[src/rtl/uart_transmitter.sv]
// ============================================================================
// uart_transmitter
// ----------------------------------------------------------------------------
// Purpose:
//   Converts a WIDTH-bit parallel word into an asynchronous serial frame:
//   one start bit (0), WIDTH data bits sent LSB first, then one stop bit (1).
//   One bit is sent per clock cycle. Any baud-rate division is done upstream
//   by the clock or enable source.
//
// Ports:
//   clk      in   1      system clock, rising-edge active
//   rstn     in   1      synchronous reset, active-high (1 = reset)
//   en       in   1      transmitter enable; low holds/returns the block idle
//   d_ready  in   1      one-cycle strobe: d_in valid, a frame is requested
//   d_in     in   WIDTH  parallel data word to send
//   tx_data  out  1      registered serial line, idles high
//
// Parameters:
//   WIDTH    data bits per frame (1..16); one frame takes WIDTH+2 cycles
// ============================================================================
module uart_transmitter #(
    parameter int WIDTH = 8
) (
    input  logic             clk,
    input  logic             rstn,
    input  logic             en,
    input  logic             d_ready,
    input  logic [WIDTH-1:0] d_in,
    output logic             tx_data
);

    // The bit counter needs to reach WIDTH-1; keep at least one bit so that
    // WIDTH=1 still produces a legal vector.
    localparam int CW = (WIDTH > 1) ? $clog2(WIDTH) : 1;
    localparam logic [CW-1:0] LAST_BIT = CW'(WIDTH - 1);

    typedef enum logic [1:0] {
        IDLE,
        START,
        DATA,
        STOP
    } state_t;

    state_t           state;
    logic [WIDTH-1:0] shift;
    logic [CW-1:0]    bit_cnt;

    // Single registered FSM. The line output is updated on the same edge as
    // the state, so tx_data always reflects the bit of the current state.
    // The shift register is consumed from bit 0: each time a data bit is put
    // on the line the register moves right, so shift[0] is always the next
    // bit to send.
    always_ff @(posedge clk) begin
        if (rstn) begin
            state   <= IDLE;
            tx_data <= 1'b1;
            bit_cnt <= '0;
            shift   <= '0;
        end else if (!en) begin
            // Dropping enable aborts any frame in flight and refuses a
            // simultaneous request.
            state   <= IDLE;
            tx_data <= 1'b1;
            bit_cnt <= '0;
        end else begin
            case (state)
                IDLE: begin
                    tx_data <= 1'b1;
                    if (d_ready) begin
                        shift   <= d_in;
                        state   <= START;
                        tx_data <= 1'b0;
                    end
                end

                START: begin
                    state   <= DATA;
                    tx_data <= shift[0];
                    shift   <= shift >> 1;
                    bit_cnt <= '0;
                end

                DATA: begin
                    // bit_cnt is the index of the bit currently on the line;
                    // once the last one has had its cycle, emit the stop bit.
                    if (bit_cnt == LAST_BIT) begin
                        state   <= STOP;
                        tx_data <= 1'b1;
                    end else begin
                        tx_data <= shift[0];
                        shift   <= shift >> 1;
                        bit_cnt <= bit_cnt + 1'b1;
                    end
                end

                STOP: begin
                    // A request arriving during the stop bit chains straight
                    // into the next start bit with no idle gap.
                    if (d_ready) begin
                        shift   <= d_in;
                        state   <= START;
                        tx_data <= 1'b0;
                    end else begin
                        state   <= IDLE;
                        tx_data <= 1'b1;
                    end
                end

                default: begin
                    state   <= IDLE;
                    tx_data <= 1'b1;
                    bit_cnt <= '0;
                end
            endcase
        end
    end

endmodule

[config.mk]
export PLATFORM = sky130hd
export DESIGN_NAME = uart_transmitter
export DESIGN_NICKNAME = d
export VERILOG_FILES = /design/src/rtl/uart_transmitter.sv
export SDC_FILE = /design/constraint.sdc
export NUM_CORES = 1
export LEC_CHECK = 0
export ABC_CLOCK_PERIOD_IN_PS = 2100
export CAP_MARGIN = 20
export CORE_MARGIN = 1
export CORE_UTILIZATION = 50
export DETAILED_ROUTE_END_ITERATION = 12
export GPL_TIMING_DRIVEN = 0
export PLACE_DENSITY = 0.75
export SLEW_MARGIN = 0
export SYNTH_ARGS = -nofsm -noshare
export SYNTH_HDL_FRONTEND = slang
export SYNTH_SLANG_ARGS = --single-unit
[constraint.sdc]
create_clock -name clk -period 2.1 [get_ports clk]
set_input_delay 0.525 -clock clk [delete_from_list [all_inputs] [get_ports clk]]
set_output_delay 0.525 -clock clk [all_outputs]
set_load 0.05 [all_outputs]
# Word-level counts from Yosys, hierarchy flattened
# Index checks and enable logic that the tools add are counted.
# op_classes
n_addsub	1
reduce_logical	7
n_bitwise	1
n_eq_ne	8
n_mux	12
# op_table
op	count
$pmux 8 s3	1
$mux 8	2
$pmux 2 s4	1
$ne 2x2->1 const B	3
$pmux 3 s2	1
$eq 2x2->1 const B	2
$mux 2	2
$reduce_and 2->1	2
$reduce_or 2->1	2
$add 3x1->3 const B	1
$eq 3x3->1 const B	1
$mux 1	3
$mux 3	1
$pmux 1 s3	1
$reduce_and 3->1	1
$eq 2x1->1 const B	1
$logic_not 2->1	1
$ne 2x1->1 const B	1
$reduce_bool 2->1	1
$not 1->1	1
# word_totals
output_inout_bits	1
inputBits	12
wordCells	33
ff_bits	14

# Longest topological paths before layout
# Gate-level depths: netlist of run 1.
# logic_depth
ltp_word	4
mapped_depth	6
mapped_depth_nobuf	5

# Worst setup path after synthesis of run 1
# OpenSTA, ideal clock, no wires.
# synth_path
path_kind	reg-to-reg
from	register state[1]
to	register shift[7]
synth_period_minus_slack_ns	1.488
path_buffers	1
setup_ns	0.116
t_required_ns	1.984
slack_ns	0.612
stages_incl_launch_ff	7
arrival_time_ns	1.372
cell_sequence	dfxtp_1 inv_1 ha_1 a2bb2oi_4 buf_6 a21oi_1 a41o_1
# synth_via
elab_chain_cells	4
elab_cells_between_ends	9
classes_between	eq/ne: 5; mux: 1; reduce/logical: 3
# synth_rtl
element	line	rtl
from (decl)	44	state_t state;
from (signal assigned)	55	state <= IDLE;
from (signal assigned)	62	state <= IDLE;
from (signal assigned)	71	state <= START;
$eq 2x2->1 / $logic_not 2->1 (equally long branches)	66	case (state)
$reduce_or 2->1 (no source line)	-	
$ne 2x1->1 (no source line)	-	
$reduce_and 3->1 (no source line)	-	
to (signal assigned)	70	shift <= d_in;
to (signal assigned)	79	shift <= shift >> 1;
to (signal assigned)	91	shift <= shift >> 1;
to (decl)	45	logic [WIDTH-1:0] shift;
# Several ways; a longest one is shown, not always the timed one.
# A chain may end at the register's enable or synchronous reset.

# Worst setup path in the final report of run 1
# layout_path
from	register tx_data
to	output port tx_data
# layout_rtl
element	line	rtl
from (decl)	29	output logic tx_data
from (signal assigned)	78	tx_data <= shift[0];
from (signal assigned)	90	tx_data <= shift[0];
# No word-level cell between the ends.

==> results by group, run 1 <==
Logic synthesis
  – FFs w/ async S/R, synth: 0%
  – Post-synthesis sequential area ratio: 35.1%
  – Top cells by count, synth: 14 x dfxtp_1, 11 x a21oi_1, 7 x ha_1, 7 x mux2i_1
  – EDFF count, synth: 0
  – Cell variety after synth: 25
  – Syn Inst Count: 81
  – Mapped Nets: 100
  – Synth top area cells: dfxtp_1 35%, ha_1 11%, mux2i_1 8.8%
  – Most common cell in the netlist: dfxtp_1
  – Mapped cell area: 798 sq um
  – Synth Register Bits: 14
  – Area share of the largest cell type after synthesis: 35.1%
  – Yosys Warn Count: 0
  – Most used flip-flop cell after synthesis: dfxtp_1
  – Mapped Avg Cell Area: 9.86 sq um
  – Area leader, netlist: dfxtp_1

Clocking
  – Clock latency on the worst-skew pair: 0.28 ns
  – Clk root buf: clkbuf_4
  – Max clock buf depth: 2
  – Clk slew on worst S/H paths: 0.10 ns
  – TritonCTS clock tree: done
  – TritonCTS Buffers: 3
  – Resize count post-CTS: 0
  – Hold Buf Count CTS: 0
  – Htree depth: 1
  – Setup Fix Bufs, Post-CTS: 0
  – Clock sinks: 14

Place
  – Placed insts: 107
  – HPWL Detailed: 1.16 mm
  – GP Congestion: 0.748
  – IO buf count: 10

STA
  – Clock Skew: 0.00843 ns
  – Slew HR: 67.6%
  – Final Max Tran Viols: 0
  – Minimum clock period: 1.90 ns
  – Setup repair after global routing missed its margin: false
  – F_max: 527 MHz
  – Final Hold Vio Count: 0
  – Setup total negative slack: 0 ns
  – Fin crit share: 90.3%
  – Worst-Margin Slew: 0.485 ns
  – Hold slack: 0.496 ns
  – Setup-failing EPs final: 0

Route
  – 1st-iter DRT viols: 11
  – Via count: 650
  – Drt first pass iters: 6
  – Detail Route Antenna Nets: 0
  – Avg WL per Cell: 13.9 um
  – Vias per inst: 5.86
  – Residual DRC: 0
  – Drt total wl: 1.55 mm

Power and ir drop
  – Internal power: 0.451 mW
  – Leak: 0.357 nW
  – Seq pwr share: 47.2%
  – Clock share of power: 32.0%
  – Switching pwr: 0.165 mW
  – Maximum vdd ir drop: 0.539 mV
  – PD cells: 645 nW/um^2
  – Switch share: 26.8%
  – Comb pwr share: 20.8%

Floorplanning
  – Initial core utilization: 53.0%
  – Number of cell rows: 14
  – Top Ports: 13
  – Die area: 1760 sq um
  – Core area: 1510 sq um
  – Die extent in x: 42.0 um
  – Die Ht: 42.0 um

Final layout
  – Post-route insts no fill: 111
  – Inserted Diodes: 0
  – Area grow syn2layout: 19.6%
  – Layout cell share with drive strength beyond 1: 12.6%
  – Number of nets in the layout: 115

GRT
  – Largest net degree at the start of global routing: 11
  – Overflow after GRT: 0
  – GRT Util Overall: 18.6%
  – GR peak layer: met2
  – Global-route wire length before repair: 2.50 mm
  – Antenna violations before repair: 0
  – Met1 Track Usage GR: 23.8%
  – GR met3 Demand/Resource: 6.52%
  – Met2 usage: 30.3%
  – Vias in the first global route: 591

Setup path
  – Crit path launch type: flop
  – Crit path DAT: 1.37 ns
  – Crit-path max cell delay: 0.79 ns
  – CP delay by family, top: buffers and inverters
  – Req. time, crit path: 1.57 ns
  – Crit path capture type: output port
  – FF-to-FF End: state[0]
  – Max Fanout on Critical Path: 1
  – Crit Reg-Reg Startpoint: state[0]
  – Reg2Reg Depth: 5
  – Buffers & Inverters on Critical Path: 1
  – CP Cell Sequence: clkdlybuf4s50_1
  – Slowest cell on crit path: clkdlybuf4s50_1
  – Flop2flop setup slack: 0.42 ns
  – Critical path class: reg -> out

Min path
  – Hold Crit Depth: 2
  – Hold Crit Start: bit_cnt[1]
  – Hold Path Sink: bit_cnt[1]
  – Hold Crit Class: reg -> reg

Run status
  – Status: finished clean

Job
  – Max_cap viols: 0
[metrics by stage]
stage	setup WS [ns]	instance area (sq um)	utilization [%]	total power, mW
floorplan	0.612	798	-	0.386
global placement	0.176	918	61.0	0.420
detailed placement	0.155	918	61.0	0.424
CTS	0.200	955	63.4	0.617
global route	0.158	955	63.4	0.645
finish	0.204	955	63.4	0.616
[logic make-up after synthesis]
family                     share of synthesized area [%]
AOI/OAI and AO/OA                                   29.2
adders and majority gates                           11.0
buffers and inverters                               5.17
DFF                                                 35.1
muxes                                               8.78
and+or+nand+nor                                     10.8
[layout make-up]
type / instances / area [sq um]
Sequential cell: 14 / 280
Tap cell: 16 / 20.0
Multi-Input combinational cell: 60 / 477
Clock buffer: 4 / 36.3
Buffer: 5 / 33.8
Fill cell: 137 / 552
Timing Repair Buffer: 10 / 100
Inverter: 2 / 7.51
[sequential cells by signal (all words and copies together), names as in the netlist]
| signal | flops |
|---|---|
| bit_cnt | 3 |
| tx_data | 1 |
| state | 2 |
| shift | 8 |
[cell usage in the layout, fill, tap and decap left out]
cell type | netlist | routed
nor2_1 | 4 | 4
nand3_1 | 1 | 1
dfxtp_1 | 14 | 14
nor2b_2 | 1 | 1
a211oi_1 | 1 | 1
a311oi_2 | 2 | 2
nand2b_1 | 6 | 6
nand2_1 | 2 | 2
o31a_1 | 1 | 1
a311oi_1 | 6 | 6
inv_1 | 2 | 2
a41o_1 | 1 | 1
clkbuf_8 | 0 | 1
a21o_1 | 1 | 1
a21oi_1 | 11 | 11
o22ai_1 | 1 | 1
clkdlybuf4s50_1 | 0 | 10
ha_1 | 7 | 7
o21ai_0 | 4 | 4
clkbuf_4 | 0 | 3
a21oi_2 | 1 | 1
and2_1 | 1 | 1
mux2i_1 | 7 | 7
a2bb2oi_4 | 1 | 1
buf_6 | 1 | 1
buf_4 | 2 | 2
clkbuf_1 | 2 | 2
nor2b_1 | 1 | 1
[per-layer routing]
layer	vias up	wire length, um
li1	332	-
met1	303	722
met2	13	749
met3	2	60
met4	0	14
met5	-	0
[power groups by stage]
stage	sequential [mW]	combinational, mW	clock [mW]
2_1_floorplan	0.299	0.0871	0
3_3_place_gp	0.296	0.124	0
3_5_place_dp	0.297	0.128	0
4_1_cts	0.291	0.128	0.199
5_1_grt	0.293	0.140	0.212
6_report	0.291	0.128	0.197
[worst max-delay path by stage]
stage	start	end	cells past startpoint
after detailed placement	d_ready	shift[2]	5
after CTS	tx_data	tx_data	1
after global routing	tx_data	tx_data	1
final	tx_data	tx_data	1
after global placement	d_ready	shift[2]	5
after floorplan	state[1]	shift[7]	6
Power figures use the tool's default switching activity.
==> run 2, diff against run 1 <==
Settings changed: CAP_MARGIN 20 to default.
==> results of run 2 <==
Same layout as run 1: the final DEF is identical, and so are final timing and power.
